==> config.mk <==
export PLATFORM = sky130hd
export DESIGN_NAME = trace_tx
export DESIGN_NICKNAME = d
export VERILOG_FILES = /design/src/rtl/trace_tx.sv
export SDC_FILE = /design/constraint.sdc
export NUM_CORES = 1
export LEC_CHECK = 0
export CAP_MARGIN = 25
export CORE_ASPECT_RATIO = 0.9
export CORE_MARGIN = 10
export CORE_UTILIZATION = 51
export CTS_BUF_LIST = sky130_fd_sc_hd__clkbuf_8
export DETAILED_ROUTE_END_ITERATION = 8
export MAX_ROUTING_LAYER = met4
export PLACE_DENSITY = 0.74
export SYNTH_ARGS = -nofsm -noshare
export SYNTH_HDL_FRONTEND = slang
export SYNTH_SLANG_ARGS = --single-unit
export TNS_END_PERCENT = 20
==> constraint.sdc <==
create_clock -name clk_i -period 8.4 [get_ports clk_i]
set_clock_uncertainty 0.15 [all_clocks]
set_input_delay 1.26 -clock clk_i [delete_from_list [all_inputs] [get_ports clk_i]]
set_output_delay 1.26 -clock clk_i [all_outputs]
set_load 0.01 [all_outputs]
==> src/rtl/trace_tx.sv <==
`default_nettype none
// ============================================================================
// Module      : trace_tx
// Description : CPU event tracer. Captures a record on stall, flush or
//               periodic-sample events, queues it in a small FIFO and streams
//               it out as HDR/PC/CNT words over a valid/ready port.
//               Optional macro TRACE_TIMESTAMP_EN adds a 4th timestamp word.
// Revision    : 1.0 - initial release
// ============================================================================
module trace_tx #(
    parameter int DEPTH  = 4,
    parameter int PERIOD = 16
) (
    input  logic        clk_i,
    input  logic        rst_i,
    input  logic        start_i,
    input  logic [31:0] pc_i,
    input  logic        stall_i,
    input  logic        flush_i,
    output logic [31:0] data_o,
    output logic        valid_o,
    input  logic        ready_i,
    output logic        drop_o
);

    localparam int AW = (DEPTH > 1) ? $clog2(DEPTH) : 1;
    localparam int PW = (PERIOD > 1) ? $clog2(PERIOD) : 1;
`ifdef TRACE_TIMESTAMP_EN
    localparam int   RW     = 106;
    localparam logic TS_BIT = 1'b1;
`else
    localparam int   RW     = 74;
    localparam logic TS_BIT = 1'b0;
`endif

    typedef enum logic [2:0] {IDLE, HDR, PCW, CNT, TSW} state_t;

`ifdef TRACE_TIMESTAMP_EN
    localparam state_t LAST = TSW;
`else
    localparam state_t LAST = CNT;
`endif

    logic [15:0]   stall_cnt, flush_cnt, stall_nxt, flush_nxt;
    logic [31:0]   cyc_cnt, cyc_nxt;
    logic [PW-1:0] per_cnt;
    logic          per_hit;
    logic [7:0]    seq, drop_cnt;
    logic [AW:0]   count;
    logic [AW-1:0] wr_ptr, rd_ptr;
    logic [RW-1:0] mem [DEPTH];
    logic [RW-1:0] rec_in, head;
    logic          capture, full, push, pop, xfer, more;
    state_t        state, state_nxt;

    // Post-increment counter values of this edge; these are what a record stores
    assign stall_nxt = (start_i && stall_i && stall_cnt != 16'hFFFF) ? stall_cnt + 16'd1 : stall_cnt;
    assign flush_nxt = (start_i && flush_i && flush_cnt != 16'hFFFF) ? flush_cnt + 16'd1 : flush_cnt;
    assign cyc_nxt   = start_i ? cyc_cnt + 32'd1 : cyc_cnt;

    generate
        if (PERIOD == 0) begin : g_no_period
            assign per_hit = 1'b0;
        end else begin : g_period
            assign per_hit = (32'(per_cnt) == 32'(PERIOD - 1));
        end
    endgenerate

    assign capture = start_i & (stall_i | flush_i | per_hit);
    assign full    = (count == (AW+1)'(DEPTH));
    assign push    = capture & ~full;
    assign xfer    = valid_o & ready_i;
    assign pop     = xfer && (state == LAST);
    // Another record is available after this edge (remaining or newly pushed)
    assign more    = (count > (AW+1)'(1)) || push;

`ifdef TRACE_TIMESTAMP_EN
    assign rec_in = {cyc_nxt, seq, stall_nxt, flush_nxt, pc_i, flush_i, stall_i};
`else
    assign rec_in = {seq, stall_nxt, flush_nxt, pc_i, flush_i, stall_i};
`endif
    assign head = mem[rd_ptr];

    // Record storage; contents need no reset because count gates visibility
    always_ff @(posedge clk_i) begin
        if (rst_i && push) begin
            mem[wr_ptr] <= rec_in;
        end
    end

    // Event counters, sequence number, drop tracking and FIFO bookkeeping
    always_ff @(posedge clk_i) begin
        if (!rst_i) begin
            stall_cnt <= '0;
            flush_cnt <= '0;
            cyc_cnt   <= '0;
            per_cnt   <= '0;
            seq       <= '0;
            drop_cnt  <= '0;
            drop_o    <= 1'b0;
            count     <= '0;
            wr_ptr    <= '0;
            rd_ptr    <= '0;
        end else begin
            stall_cnt <= stall_nxt;
            flush_cnt <= flush_nxt;
            cyc_cnt   <= cyc_nxt;
            if (start_i && PERIOD != 0) begin
                per_cnt <= per_hit ? '0 : per_cnt + PW'(1);
            end
            if (capture) begin
                seq <= seq + 8'd1;
            end
            if (capture && full) begin
                drop_o <= 1'b1;
                if (drop_cnt != 8'hFF) begin
                    drop_cnt <= drop_cnt + 8'd1;
                end
            end
            if (push) begin
                wr_ptr <= wr_ptr + AW'(1);
            end
            if (pop) begin
                rd_ptr <= rd_ptr + AW'(1);
            end
            count <= count + {{AW{1'b0}}, push} - {{AW{1'b0}}, pop};
        end
    end

    // FSM state register
    always_ff @(posedge clk_i) begin
        if (!rst_i) begin
            state <= IDLE;
        end else begin
            state <= state_nxt;
        end
    end

    // FSM next-state: one word per transfer, last word pops the record
    always_comb begin
        state_nxt = state;
        case (state)
            IDLE: if (count != '0) state_nxt = HDR;
            HDR:  if (xfer) state_nxt = PCW;
            PCW:  if (xfer) state_nxt = CNT;
`ifdef TRACE_TIMESTAMP_EN
            CNT:  if (xfer) state_nxt = TSW;
            TSW:  if (xfer) state_nxt = more ? HDR : IDLE;
`else
            CNT:  if (xfer) state_nxt = more ? HDR : IDLE;
`endif
            default: state_nxt = IDLE;
        endcase
    end

    // Output word mux; HDR shows the live drop count at transmit time
    always_comb begin
        data_o = '0;
        case (state)
            HDR: data_o = {8'hA5, head[73:66], drop_cnt, 5'b0, TS_BIT, head[1], head[0]};
            PCW: data_o = head[33:2];
            CNT: data_o = {head[65:50], head[49:34]};
`ifdef TRACE_TIMESTAMP_EN
            TSW: data_o = head[105:74];
`endif
            default: data_o = '0;
        endcase
    end

    assign valid_o = (state != IDLE);

endmodule
`default_nettype wire
Yosys cells after proc, flatten, opt, wreduce, memory -nomap -nowiden

Memories as Yosys holds them, arrays and structs flattened. A register that Yosys moved wholly into a read port is not among the register bits.
Cells that the tools add are included.

Output and inout port bits: 34
Memories kept: 1
Logic and storage cells: 66
Memory bits (read-only): 0
Input bits: 38
Latch bits: 0
Memory bits (writable): 296
Flip-flop bits (word level): 63

Memories:

| memory | depth | width | rd ports | clocked after memory_dff | wr ports | line | RTL |
|---|---|---|---|---|---|---|---|
| mem    | 4     | 74    | 1        | 1                        | 1        | 51   | `logic [RW-1:0] mem [DEPTH];` |

Muxes and demuxes: 14
$add $sub $neg: 9
Reductions and logical operators: 13
$mul: 0
Shifts and indexed selects: 0
Bitwise operators: 6
Magnitude comparators: 1
Divide/modulo/power cells: 0
Equal/unequal tests: 12

Operator list:

| kind                                                                             | count |
|---|---|
| 32-bit case mux with 3 select lines                                              | 1 |
| 16-bit by 1-bit adder with 16-bit output (second input constant)                 | 2 |
| 16-bit two-way mux                                                               | 2 |
| 16-bit != test (second input constant)                                           | 2 |
| 8-bit by 1-bit adder with 8-bit output (second input constant)                   | 2 |
| 3-bit two-way mux                                                                | 4 |
| 3-bit case mux with 4 select lines                                               | 1 |
| 2-bit != test (second input constant)                                            | 4 |
| 8-bit != test (second input constant)                                            | 1 |
| 1-bit logical AND                                                                | 7 |
| 3-bit by 2-bit == test with 1-bit output (second input constant)                 | 2 |
| 3-bit nonzero test                                                               | 2 |
| 2-bit by 1-bit adder with 2-bit output (second input constant)                   | 2 |
| 4-bit by 1-bit adder with 4-bit output (second input constant)                   | 1 |
| 4-bit == test (second input constant)                                            | 1 |
| 2-bit two-way mux                                                                | 2 |
| 4-bit two-way mux                                                                | 1 |
| 4-bit AND reduction                                                              | 1 |
| 3-bit by 1-bit adder with 3-bit output                                           | 1 |
| 1-bit AND                                                                        | 3 |
| 3-bit by 1-bit == test with 1-bit output (second input constant)                 | 1 |
| 3-bit == test (second input constant)                                            | 1 |
| 3-bit by 1-bit greater-than comparator with 1-bit output (second input constant) | 1 |
| 3-bit logical NOT                                                                | 1 |
| 6 further kinds                                                                  | 9 |

Depth between registers and ports, before layout

Word-level depth: 8
Depth in mapped cells: 10
Gate-level depth less buffers: 10

Worst setup path after synthesis

No wires, ideal clock.

Kind: input to register
Start: input start_i
End: memory mem[0][0] (enable)
Cell stages on the path: 4
Arrival: 3.737 ns
Path slack: 4.072 ns
Library setup time: 0.441 ns
Buffers on the path: 1
Required time: 7.809 ns
Cells stage by stage: buf_2 -> inv_1 -> nor3_2 -> and3_1

Longest elaborated chain between the ends: 5

Ends and longest elaborated chain:

| what                                    | line | RTL |
|---|---|---|
| start: declaration                      | 16   | `input logic start_i,` |
| 1-bit AND                               | 69   | `assign capture = start_i & (stall_i \| flush_i \| per_hit);` |
| 1-bit AND                               | 71   | `assign push = capture & ~full;` |
| 1-bit logical AND                       | 86   | `if (rst_i && push) begin` |
| 1-bit two-way mux                       | 86   |  |
| 1-bit two-way mux (implied by the code) | 87   | `mem[wr_ptr] <= rec_in;` |
| end: declaration                        | 51   |  |

Every way passes these cells.

==> impl_metrics.tcl <==
set metrics [dict create \
    finalSetupViolCount 0 \
    dr_wl_met3_mm 2.259 \
    synth_compound_area_frac 0.05819 \
    period_share 0.6041 \
    num_vias 8607 \
    insertion_delay_ps 570 \
    wl_mm 31.67 \
    max_stage_delay_ps 930 \
    syn_nets 973 \
    worstReg2RegStart "state[1]$_SDFFE_PN0P_" \
    max_freq_mhz 197.1 \
    cts_num_sinks 360 \
    syn_area_um2 14750 \
    synth_edf_count 296 \
    grt_pass1_vias 8491 \
    numPlacedInstances 1316 \
    num_rows 58 \
    rr_endpoint "count[2]$_SDFF_PN0_" \
    io_pins 72 \
    synth_simple_gate_area_share 0.07983 \
    hold_viol 0 \
    fillCellCount 2022 \
    drt_iter0_drc 827 \
    ys_types 60 \
    total_power_mw 3.932 \
    wl_met1_mm 14.05 \
    synth_area_per_cell_um2 16.05 \
    min_delay_worst_endpoint "flush_cnt[1]$_SDFF_PN0_" \
    dp_hpwl_mm 19.71 \
    coreArea_um2 28230 \
    cp.arrival_ps 3660 \
    setup_tns_ps 0 \
    track_usage 0.1793 \
    postCtsSetupRepairBufs 0 \
    synthAdderAreaFrac 0.01408 \
    final_layout_size_suffix_gt1_frac 0.1811 \
    r2r_setup_slack_ps 5150 \
    route.met2.wl_mm 14.94 \
    synthFlopType "edfxtp_1" \
    first_pass_iters 5 \
    stdcell_count 1420 \
    seq_area_frac_synth 0.6895 \
    ant_nets 0 \
    area_delta_synth_final_pct 15.41 \
    antenna_found_initial 0 \
    grt_pass1_wl_mm 49.25 \
    p_leak_nw 5.605 \
    outcome "finished clean" \
    crit_path_start_kind "flop" \
    ys_ff_latch 360 \
    final_nets 1069 \
    die_w_um 199.3 \
    path_delay_family "buffers and inverters" \
    synthXorXnorAreaFrac 0.01485 \
    slew_viol_final 0 \
    min_from "flush_cnt[1]$_SDFF_PN0_" \
    synth_top_family_by_area "multiplexers" \
    final_common_cell "edfxtp_1" \
    clkTransAtPathRegs_ps 60 \
    power.density_nw_per_um2 231.0 \
    die_area_um2 36130 \
    drc_errors 0 \
    hp-class "reg -> reg" \
    ir_drop_mv 0.1087 \
    worst-path-max-fanout 49 \
    worstMarginPinSlew_ps 961.5 \
    ys_warn_count 0 \
    ctsResizeCount 0 \
    reg2reg_depth 9 \
    fp.dieH_um 181.3 \
    path_cells "buf_4, mux4_2, a22oi_1, a21oi_1, clkdlybuf4s50_1" \
    cts_hold_buffers 0 \
    portBuffers 71 \
    rsz0062_at_grt "no" \
    max_cap_violations 0 \
    syn_inst 919 \
    utilization 0.6030 \
    gp_congestion 0.8208 \
    path_class "reg -> out" \
    holdPathStages 2 \
    via_per_inst 6.061 \
    cts-root-buf "clkbuf_8" \
    grt_max_degree 75 \
    num_antenna_cells 0 \
    slew_headroom 0.3590 \
    period_needed_ps 5075 \
    cts_max_path_buffers 3 \
    htree_levels 2 \
    synthMuxAreaShare 0.1267 \
    cts_tree "yes" \
    top_layer "met4" \
    postSynth.asyncResetShare 0 \
    cp-end-kind "primary output" \
    wl_per_cell_um 22.30 \
    path_buf_inv 2 \
    worstPathRequired_ps 6990 \
    initial_core_util 0.5225 \
    cts_made_buffers 56 \
    grt_overflow_total 0 \
    crit_path_top_delay_cell "dfxtp_4" \
    mostFrequentLayoutCells "edfxtp_1, clkdlybuf4s50_1, nand2_1, mux4_2, clkbuf_8" \
]
per-stage QoR:
step	setup slack [ps]	instance area, um^2	hold WS, ps
after global routing	3001	17020	377.4
after global placement	3781	15830	325.3
final	3325	17020	344.8
after CTS	3151	17000	342.6
after floorplan	4072	14750	306.2
after detailed placement	3780	15850	335.2
cells by family (layout without fill, tap and decap cells):
| group | count (synthesis) | count (layout) |
|---|---|---|
| AO/OA/AOI/OAI | 128 | 128 |
| XOR/XNOR | 25 | 25 |
| adder cells (fa/ha/maj) | 16 | 16 |
| buffers and inverters | 62 | 203 |
| flip-flops | 360 | 360 |
| multiplexers | 102 | 102 |
| AND/OR/NAND/NOR | 226 | 226 |
cell type report:
cell class	count	area [um^2]	area share
timing repair buffer	83	820.8	0.04822
clock inverter	38	261.5	0.01536
multi-input combinational	497	4354	0.2558
inverter	17	63.81	0.003749
clock buffer	65	894.6	0.05255
tap	360	450.4	0.02646
sequential	360	10180	0.5979
routing by layer:
| layer | vias to the layer above | GRT usage |
|---|---|---|
| li1 | 3855 | - |
| met1 | 4406 | 0.2524 |
| met5 | - | - |
| met3 | 34 | 0.03009 |
| met4 | 0 | 0.04544 |
| met2 | 312 | 0.2663 |
power breakdown:
part           internal (mW)  switching [mW]  total [mW]
combinational          0.172           0.256       0.428
sequential              1.99          0.0329        2.02
clock                  0.828           0.654        1.48
worst reg2reg max path: cells and delay by family, from the launching register on:
| kind | cells | cell delay [ps] |
|---|---|---|
| xor gates and xnor gates | 2 | 340 |
| adders and majority gates | 3 | 1380 |
| buffers and inverters | 2 | 470 |
| DFF | 1 | 530 |
| and+or+nand+nor | 2 | 250 |
synthesized netlist by cell type (5+ instances only):
cell      instances  share of area
ha_1             15          0.013
a222oi_1          8         0.0054
and2_1            8         0.0034
nand4_1          11         0.0047
o31ai_1           7         0.0036
or3_1             7         0.0030
nand2_1          66          0.017
nor2_1           44          0.011
and4_1            5         0.0030
xor2_1           19          0.011
clkbuf_1         31         0.0079
mux4_2           66           0.10
inv_1            16         0.0041
mux2i_1          18          0.012
o21ai_0          11         0.0037
buf_2            12         0.0041
edfxtp_1        296           0.60
xnor2_1           6         0.0036
a21oi_1          47          0.016
nand2b_1         14         0.0059
nand3_1          18         0.0061
dfxtp_1          64          0.087
and3_1            8         0.0034
nor3_1           13         0.0044
a22oi_1          24          0.012
or4_1             9         0.0046
mux2_2           17          0.013
registers in the layout, indices dropped and copies added, names as in the netlist, named ones only:
signal,flops
stall_cnt,16
drop_cnt,8
wr_ptr,2
mem,296
flush_cnt,16
seq,8
state,2
drop_o,1
rd_ptr,2
count,3
per_cnt,4
how the worst max path moves through the flow:
stage                  from                   to  slack (ps)  cells past startpoint
finish                 flop            data_o[0]        3330                      5
global route           flop           data_o[23]        3000                      5
CTS                    flop            data_o[0]        3150                      5
detailed placement     flop            data_o[0]        3780                      5
global placement       flop           data_o[23]        3780                      5
floorplan           start_i  mem[0][0]$_DFFE_PP_        4070                      4
Note: power is estimated with default switching activity, not from simulation.
